## config.mk

```make
export PLATFORM = sky130hd
export DESIGN_NAME = button_conditioner_flat
export DESIGN_NICKNAME = d
export VERILOG_FILES = /design/src/rtl/btn_pkg.sv /design/src/rtl/button_conditioner_if.sv /design/src/rtl/sync2.sv /design/src/rtl/button_conditioner.sv /design/src/flat_wrapper.sv
export SDC_FILE = /design/constraint.sdc
export NUM_CORES = 1
export LEC_CHECK = 0
export CORE_UTILIZATION = 55
export DETAILED_ROUTE_END_ITERATION = 16
export HOLD_SLACK_MARGIN = 0.05
export PLACE_DENSITY = 0.82
export SLEW_MARGIN = 5
export SYNTH_ARGS = -nofsm -noshare
export SYNTH_HDL_FRONTEND = slang
export SYNTH_HIERARCHICAL = 1
export SYNTH_SLANG_ARGS = --single-unit
```

## constraint.sdc

```tcl
create_clock -name clk -period 4.8 [get_ports clk]
set_input_delay 0.48 -clock clk [delete_from_list [all_inputs] [get_ports clk]]
set_output_delay 0.48 -clock clk [all_outputs]
set_load 0.01 [all_outputs]
```

## src/rtl/btn_pkg.sv

```systemverilog
// Shared types and constants for the push-button front end.
package btn_pkg;

  typedef enum logic {
    STABLE   = 1'b0,
    SETTLING = 1'b1
  } btn_state_t;

  localparam int BTN_W               = 3;
  localparam int DEBOUNCE_CYCLES_DEF = 16;

endpackage

```

## src/rtl/button_conditioner_if.sv

```systemverilog
// Raw button inputs and conditioned outputs between the board and the decoder.
interface button_conditioner_if;

  logic btnr_raw;
  logic btnl_raw;
  logic btnc_raw;
  logic btnr;
  logic btnl;
  logic btnc;
  logic code_changed;
  logic busy;

  modport master (
    output btnr_raw, btnl_raw, btnc_raw,
    input  btnr, btnl, btnc, code_changed, busy
  );

  modport slave (
    input  btnr_raw, btnl_raw, btnc_raw,
    output btnr, btnl, btnc, code_changed, busy
  );

endinterface

```

## src/rtl/sync2.sv

```systemverilog
// Two-flop synchronizer for asynchronous level inputs, any width.
module sync2 #(
  parameter int W = 1
) (
  input  logic         clk,
  input  logic         rst_n,
  input  logic [W-1:0] d,
  output logic [W-1:0] q
);

  logic [W-1:0] meta;

  always_ff @(posedge clk or negedge rst_n) begin
    if (!rst_n) begin
      meta <= '0;
      q    <= '0;
    end else begin
      meta <= d;
      q    <= meta;
    end
  end

endmodule

```

## src/rtl/button_conditioner.sv

```systemverilog
// Synchronizes and debounces the three buttons as one vector for the decoder.
//   state    | meaning
//   STABLE   | sync matches the committed vector; nothing pending
//   SETTLING | a candidate vector is being timed before commit
module button_conditioner
  import btn_pkg::*;
#(
  parameter int DEBOUNCE_CYCLES = DEBOUNCE_CYCLES_DEF,
  parameter int CNT_W           = $clog2(DEBOUNCE_CYCLES)
) (
  input logic                   clk,
  input logic                   rst_n,
  button_conditioner_if.slave   bus
);

  localparam logic [CNT_W-1:0] CNT_LAST = CNT_W'(DEBOUNCE_CYCLES - 1);

  logic [BTN_W-1:0] raw;
  logic [BTN_W-1:0] sync;
  logic [BTN_W-1:0] stable;
  logic [BTN_W-1:0] cand;
  logic [CNT_W-1:0] cnt;
  logic             code_changed;
  btn_state_t       state;

  assign raw = {bus.btnr_raw, bus.btnl_raw, bus.btnc_raw};

  sync2 #(.W(BTN_W)) u_sync (
    .clk   (clk),
    .rst_n (rst_n),
    .d     (raw),
    .q     (sync)
  );

  // Whole vector commits at once so the decoder never sees a partial combination.
  always_ff @(posedge clk or negedge rst_n) begin
    if (!rst_n) begin
      state        <= STABLE;
      stable       <= '0;
      cand         <= '0;
      cnt          <= '0;
      code_changed <= 1'b0;
    end else begin
      code_changed <= 1'b0;
      unique case (state)
        STABLE: begin
          if (sync != stable) begin
            cand  <= sync;
            cnt   <= '0;
            state <= SETTLING;
          end
        end
        SETTLING: begin
          if (sync == stable) begin
            cnt   <= '0;
            state <= STABLE;
          end else if (sync != cand) begin
            cand <= sync;
            cnt  <= '0;
          end else if (cnt == CNT_LAST) begin
            stable       <= cand;
            code_changed <= 1'b1;
            state        <= STABLE;
          end else begin
            cnt <= cnt + 1'b1;
          end
        end
        default: state <= STABLE;
      endcase
    end
  end

  assign bus.btnr         = stable[2];
  assign bus.btnl         = stable[1];
  assign bus.btnc         = stable[0];
  assign bus.code_changed = code_changed;
  assign bus.busy         = (state == SETTLING);

endmodule
```

## src/flat_wrapper.sv

```systemverilog
// flat-port wrapper written by rule: the top's interface ports become plain ports
module button_conditioner_flat import btn_pkg::*;
#(
  parameter int DEBOUNCE_CYCLES = DEBOUNCE_CYCLES_DEF,
  parameter int CNT_W           = $clog2(DEBOUNCE_CYCLES)
)
  (clk, rst_n, bus_btnr_raw, bus_btnl_raw, bus_btnc_raw, bus_btnr, bus_btnl, bus_btnc, bus_code_changed, bus_busy);
  button_conditioner_if bus_i ();
  input logic clk;
  input logic rst_n;
  input wire logic [$bits(bus_i.btnr_raw)-1:0] bus_btnr_raw;
  input wire logic [$bits(bus_i.btnl_raw)-1:0] bus_btnl_raw;
  input wire logic [$bits(bus_i.btnc_raw)-1:0] bus_btnc_raw;
  output wire logic [$bits(bus_i.btnr)-1:0] bus_btnr;
  output wire logic [$bits(bus_i.btnl)-1:0] bus_btnl;
  output wire logic [$bits(bus_i.btnc)-1:0] bus_btnc;
  output wire logic [$bits(bus_i.code_changed)-1:0] bus_code_changed;
  output wire logic [$bits(bus_i.busy)-1:0] bus_busy;
  assign bus_i.btnr_raw = bus_btnr_raw;
  assign bus_i.btnl_raw = bus_btnl_raw;
  assign bus_i.btnc_raw = bus_btnc_raw;
  assign bus_btnr = bus_i.btnr;
  assign bus_btnl = bus_i.btnl;
  assign bus_btnc = bus_i.btnc;
  assign bus_code_changed = bus_i.code_changed;
  assign bus_busy = bus_i.busy;
  button_conditioner #(.DEBOUNCE_CYCLES(DEBOUNCE_CYCLES), .CNT_W(CNT_W)) u_core (.clk(clk), .rst_n(rst_n), .bus(bus_i));
endmodule
```

==> results.toml, run 1 <==
[outcome]
status = "finished, final reports clean"

[synthesis]
syn_nets = 72
netlist.area_leader.share = 0.5788
synth_area_leaders = "dfrtp_1 (58%), mux2_2 (7.2%), nand2_1 (6.8%)"
yosysTopAreaCell = "dfrtp_1"
syn_inst = 66
avgSynthCellArea_sq_um = 11.79
synth_seq_cells = 18
ys_types = 22
post_synth_instance_area_sq_um = 778.2
yosysWarningCount = 6
seq_area_frac_synth = 0.5788

[grt]
grt_overflow = 0
grt_pass1_vias = 486
antenna_found_initial = 0
grt_use_total = 0.2090
grt_pass1_wl_um = 2070
grt_max_degree = 19

[placement]
dp_hpwl_um = 1013
gp_congestion = 0.7151
port-buffer-count = 9

[power_and_ir_drop]
p_leak_nw = 0.3989
peakVddDrop_uv = 190.0
clockPowerShare = 0.272
totalPowerFinal_uw = 255.4
p_switching_uw = 58.82
pwr-share-seq = 0.638
p_sw_frac = 0.2303
combPwrFrac = 0.091
cellPowerDensity_mw_per_mm2 = 284.3
p_int_uw = 196.5

[drt]
avgViaCountPerCell = 5.837
drt-total-wl_um = 1371
wl_per_cell_um = 14.90
drt_pass1_iterations = 2
post-route-drc-count = 0
ant_nets = 0
first_iter_violations = 9
num_vias = 537

[clock_tree]
clk_path_buf_depth = 2
cts_made_buffers = 3
cts_hold_buffers = 0
clkLatencyLatePin_ns = 0.28
cts_root_buffer = "clkbuf_4"
clkTransAtPathRegs_ns = 0.09
htreeDepth = 1
cts_num_sinks = 18
post_cts_buffers = 0
post_cts_resized = 0
cts_tree = "yes"

[timing]
fin_setup_tns_ns = 0
relSlewSlack = 0.4912
fmax_ghz = 0.5624
finClkSkew_ns = 0.007985
rsz0062_at_grt = "false"
finalHoldViolations = 0
worstMarginPinSlew_ns = 0.7608
slew_viol_final = 0
fin_crit_ns = 1.778
finalSetupViolCount = 0
finalCritPeriodShare = 0.3705

[hold_path]
hp-class = "flop to flop"
hold_depth = 0

[worst_setup_path]
worstSetupEndpointType = "flop"
path_class = "flop to flop"
crit_required_ns = 4.97
rr_worst_depth = 4
worst-path-max-fanout = 4
crit_arrival_ns = 1.94
worstSetupStartpointType = "flop"

[final_layout]
final_cell_mix = "dfrtp_1 (18), nand2_1 (14), clkdlybuf4s50_1 (9), mux2_2 (5), nand3_1 (4)"
area_growth_pct = 15.43
final_common_cell = "dfrtp_1"
antenna_cells = 0
final_nets = 85
nFillCells = 108
drive_gt1_frac = 0.1429

[floorplan]
dieArea_sq_mm = 0.001569
die_h_um = 39.62
start_util = 0.5981
rows = 13
ios = 10
core_sq_mm = 0.001301
die_x_um = 39.62

[run]
maxCapViolations = 0
==> Yosys cell counts (all sizes together) <==
master,n
and3,2
nand2,14
o21ai,1
xor2,3
nand3b,2
mux2,5
dfrtp,18
or3,1
a31oi,1
o22ai,1
nor3,3
o32ai,1
a31o,1
nor4,1
nor2,1
inv,1
nand3,4
nor4b,1
ha,1
buf,1
xnor2,3
==> state kept, by name, summed over array words and instances, names as in the netlist <==
register,count
u_core/u_sync/meta,3
u_core/cnt,4
u_core/stable,3
u_core/cand,3
u_core/bus.busy,1
u_core/bus.code_changed,1
u_core/u_sync/q,3
==> area by class of cell <==
type,count,area (sq um),area share
Clock buffer,3,22.52,0.02507
Tap cell,15,18.77,0.02089
Timing Repair Buffer,9,90.09,0.1003
Sequential cell,18,450.4,0.5014
Multi-Input combinational cell,46,312.8,0.3482
Inverter,1,3.754,0.004178
==> path summary, 6_finish.rpt <==
kind / from / end / slack, ns
setup / recovery: u_core/cand[0]$_DFFE_PN0P_ / u_core/stable[2]$_DFFE_PN0P_ / 3.02
hold / removal: u_core/u_sync/meta[1]$_DFF_PN0_ / u_core/u_sync/q[1]$_DFF_PN0_ / 0.36
setup reg to reg: u_core/cand[0]$_DFFE_PN0P_ / u_core/stable[2]$_DFFE_PN0P_ / 3.02
hold reg to reg: u_core/u_sync/meta[1]$_DFF_PN0_ / u_core/u_sync/q[1]$_DFF_PN0_ / 0.36
max in group asynchronous: rst_n / u_core/stable[0]$_DFFE_PN0P_ / 3.68
min in group asynchronous: rst_n / u_core/cand[0]$_DFFE_PN0P_ / 0.64
==> critical path, stage by stage (launching register included) <==
cell     delay (ns)
dfrtp_1        0.42
xor2_1         0.19
or3_4          0.42
nor3_4         0.26
mux2_2         0.37
==> per-stage QoR <==
| step | cell area (sq um) | hold WS (ns) | util | worst slack [ns] | cells |
|---|---|---|---|---|---|
| 3_5_place_dp | 875.8 | 0.3397 | 0.6731 | 3.047 | 89 |
| 4_1_cts | 898.4 | 0.3606 | 0.6904 | 3.028 | 92 |
| 5_1_grt | 898.4 | 0.3646 | 0.6904 | 2.980 | 92 |
| 3_3_place_gp | 875.8 | 0.3350 | 0.6731 | 3.102 | 89 |
| 6_report | 898.4 | 0.3557 | 0.6904 | 3.022 | 92 |
| 2_1_floorplan | 778.2 | 0.1844 | - | 3.163 | 66 |
==> cell families (layout without fill, tap and decap cells) <==
logic type / count (synthesis) / count (layout) / share of synthesized area
xor gates and xnor gates: 6 / 6 / 0.06754
AOI/OAI and AO/OA: 5 / 5 / 0.04502
DFF: 18 / 18 / 0.5788
muxes: 5 / 5 / 0.07234
adders and majority gates: 1 / 1 / 0.01607
and+or+nand+nor: 29 / 29 / 0.2010
buffers and inverters: 2 / 13 / 0.01929
==> power groups by stage <==
stage,Clock (mW),Combinational (mW),Sequential [mW]
after floorplan,0,0.0142,0.164
after detailed placement,0,0.0232,0.166
after global placement,0,0.0221,0.165
after CTS,0.0724,0.0234,0.163
after global routing,0.0772,0.0255,0.163
final,0.0694,0.0231,0.163
==> per-layer routing <==
layer | GRT usage | vias to the layer above | part of all wire
met5 | 0 | - | 0
met4 | 0.1121 | 0 | 0.0088
met3 | 0.05682 | 2 | 0.036
met2 | 0.3730 | 11 | 0.53
met1 | 0.2172 | 271 | 0.42
li1 | - | 253 | -
Note: power is estimated with default switching activity, not from simulation.
==> run 2: changes to the inputs <==
CORE_UTILIZATION = 46   (was 55)
PLACE_DENSITY = 0.74   (was 0.82)
clock period = 1.6 ns   (was 4.8 ns; I/O delays follow)
==> results.toml, run 2 (synthesis results as in run 1) <==
[run]
maxCapViolations = 0

[worst_setup_path]
cp_num_buf_inv = 0
worstSetupStartpointType = "flop"
crit_required_ns = 1.78
worstSetupEndpointType = "flop"
cp-endpoint = "u_core/stable[1]$_DFFE_PN0P_"
cp_cell_sequence = "xor2_1 -> or3_4 -> nor3_4 -> mux2_4"
path_depth = 4
path_class = "flop to flop"
crit_arrival_ns = 1.87
cpPeakStageDelay_ns = 0.41
worst-path-max-fanout = 4
rr_worst_depth = 4
r2r_start = "u_core/u_sync/q[2]$_DFF_PN0_"
cp-startpoint = "u_core/u_sync/q[2]$_DFF_PN0_"
cp_top_family = "simple AND/OR/NAND/NOR gates"
worst_path_max_delay_cell = "dfrtp_1"
r2r_end = "u_core/stable[1]$_DFFE_PN0P_"
rrSetupSlack_ns = -0.09

[timing]
fmax_ghz = 0.5930
relSlewSlack = 0.7237
whs_ns = 0.1839
finalSetupViolCount = 3
slew_viol_final = 0
finClkSkew_ns = 0.001838
finalCritPeriodShare = 1.054
finalHoldViolations = 0
rsz0062_at_grt = "true"
setup_slack_ns = -0.08633
fin_crit_ns = 1.686
worstMarginPinSlew_ns = 0.4112

[clock_tree]
cts_root_buffer = "clkbuf_4"
clkLatencyLatePin_ns = 0.29
htreeDepth = 1
clk_path_buf_depth = 2
cts_made_buffers = 3
clkTransAtPathRegs_ns = 0.09
cts_num_sinks = 18
cts_tree = "yes"
cts_hold_buffers = 0

[grt]
grt_pass1_wl_um = 2366
grt_overflow = 0
antenna_found_initial = 0
grt_max_degree = 19
grt_use_total = 0.1811
grt_pass1_vias = 554

[power_and_ir_drop]
clockPowerShare = 0.267
combPwrFrac = 0.141
pwr-share-seq = 0.593
p_switching_uw = 196.1
peakVddDrop_uv = 530.0
p_sw_frac = 0.2409
p_leak_nw = 0.4873
p_int_uw = 617.9
cellPowerDensity_mw_per_mm2 = 758.2

[final_layout]
largest_register = "u_core/cnt"
largest_reg_flops = 4
drive_gt1_frac = 0.3370
final_common_cell = "dfrtp_1"
fin_util = 0.6964
antenna_cells = 0
final_nets = 100
final_cell_mix = "dfrtp_1 (18), buf_4 (15), nand2_1 (14), clkdlybuf4s50_1 (9), nand3_1 (4)"
area_growth_pct = 37.94

[floorplan]
die_h_um = 43.13
die_x_um = 43.13
core_sq_mm = 0.001541
rows = 14
ios = 10
start_util = 0.5049
dieArea_sq_mm = 0.001860

[drt]
drt_pass1_iterations = 4
post-route-drc-count = 0
num_vias = 595
avgViaCountPerCell = 5.509
first_iter_violations = 13
ant_nets = 0
drt-total-wl_um = 1528
wl_per_cell_um = 14.15

[placement]
dp_hpwl_um = 1032
port-buffer-count = 9
gp_congestion = 0.8543
place_ws_ns = -0.1269

[outcome]
violations = "negative setup slack"
status = "finished, violations left"

[hold_path]
hp-class = "input port to async pin"
==> run 2: changes by cell type in the layout (fill, tap and decap cells not counted), moves of 2 or more <==
cell and change:
buf_4 +15, mux2_2 -3, mux2_4 +3, xnor2_1 -2, xnor2_2 +2
==> run 2: layer usage <==
layer | share of wire | vias up | global-route usage
met5 | 0 | - | 0
met4 | 0.017 | 0 | 0.1152
met3 | 0.036 | 3 | 0.04681
met2 | 0.52 | 14 | 0.2806
met1 | 0.43 | 294 | 0.2219
li1 | - | 284 | -
==> run 2: per-stage QoR <==
step / instance area, sq um / TNS [ns] / cells / power [mW]
final: 1074 / -0.2378 / 108 / 0.8140
after global routing: 1074 / -0.5333 / 108 / 0.8510
after CTS: 1023 / -0.2400 / 108 / 0.8091
after detailed placement: 982.2 / -0.3517 / 104 / 0.5915
after global placement: 982.2 / -0.1560 / 104 / 0.5888
after floorplan: 778.2 / -0.1105 / 66 / 0.5355
==> run 2: area by class of cell <==
class	count	area, sq um
multi-input combinational	46	374.1
timing repair buffer	24	202.7
sequential	18	450.4
fill	106	467.9
tap	16	20.02
clock buffer	3	22.52
inverter	1	3.754
==> run 2: worst register-to-register path, delay by kind of cell, from the launching register on <==
kind / cells / cell delay [ns]
and+or+nand+nor: 2 / 0.66
DFF: 1 / 0.41
muxes: 1 / 0.34
xor gates and xnor gates: 1 / 0.17
==> run 2: worst min path at each step <==
stage | startpoint | end | slack (ns) | depth (start not counted)
after CTS | rst_n | u_core/cnt[3]$_DFFE_PN0P_ | 0.19 | 2
final | rst_n | u_core/cnt[3]$_DFFE_PN0P_ | 0.18 | 2
after global routing | rst_n | u_core/cnt[3]$_DFFE_PN0P_ | 0.21 | 2
after global placement | u_core/u_sync/meta[0]$_DFF_PN0_ | u_core/u_sync/q[0]$_DFF_PN0_ | 0.33 | 0
after detailed placement | u_core/u_sync/meta[2]$_DFF_PN0_ | u_core/u_sync/q[2]$_DFF_PN0_ | 0.34 | 0
after floorplan | rst_n | u_core/bus.busy$_DFF_PN0_ | -0.14 | 0
==> run 2: repair_timing <==
| item | in CTS | in global routing |
|---|---|---|
| setup buffers | 1 | 0 |
| gates resized for setup | 3 | 7 |
| pin swaps | 2 | 0 |
| endpoints found under the setup margin | 4 | 5 |
==> run 2: power by group through the flow <==
stage / clock network, mW / logic (mW) / registers, mW
global placement: 0 / 0.0980 / 0.491
finish: 0.217 / 0.115 / 0.482
global route: 0.243 / 0.124 / 0.484
detailed placement: 0 / 0.0997 / 0.492
floorplan: 0 / 0.0427 / 0.493
CTS: 0.222 / 0.104 / 0.483
==> run 3: changes to the inputs <==
HOLD_SLACK_MARGIN = unset   (was 0.05)
==> results of run 3 <==
Same layout as run 2: the final DEF is identical, and so are final timing and power.
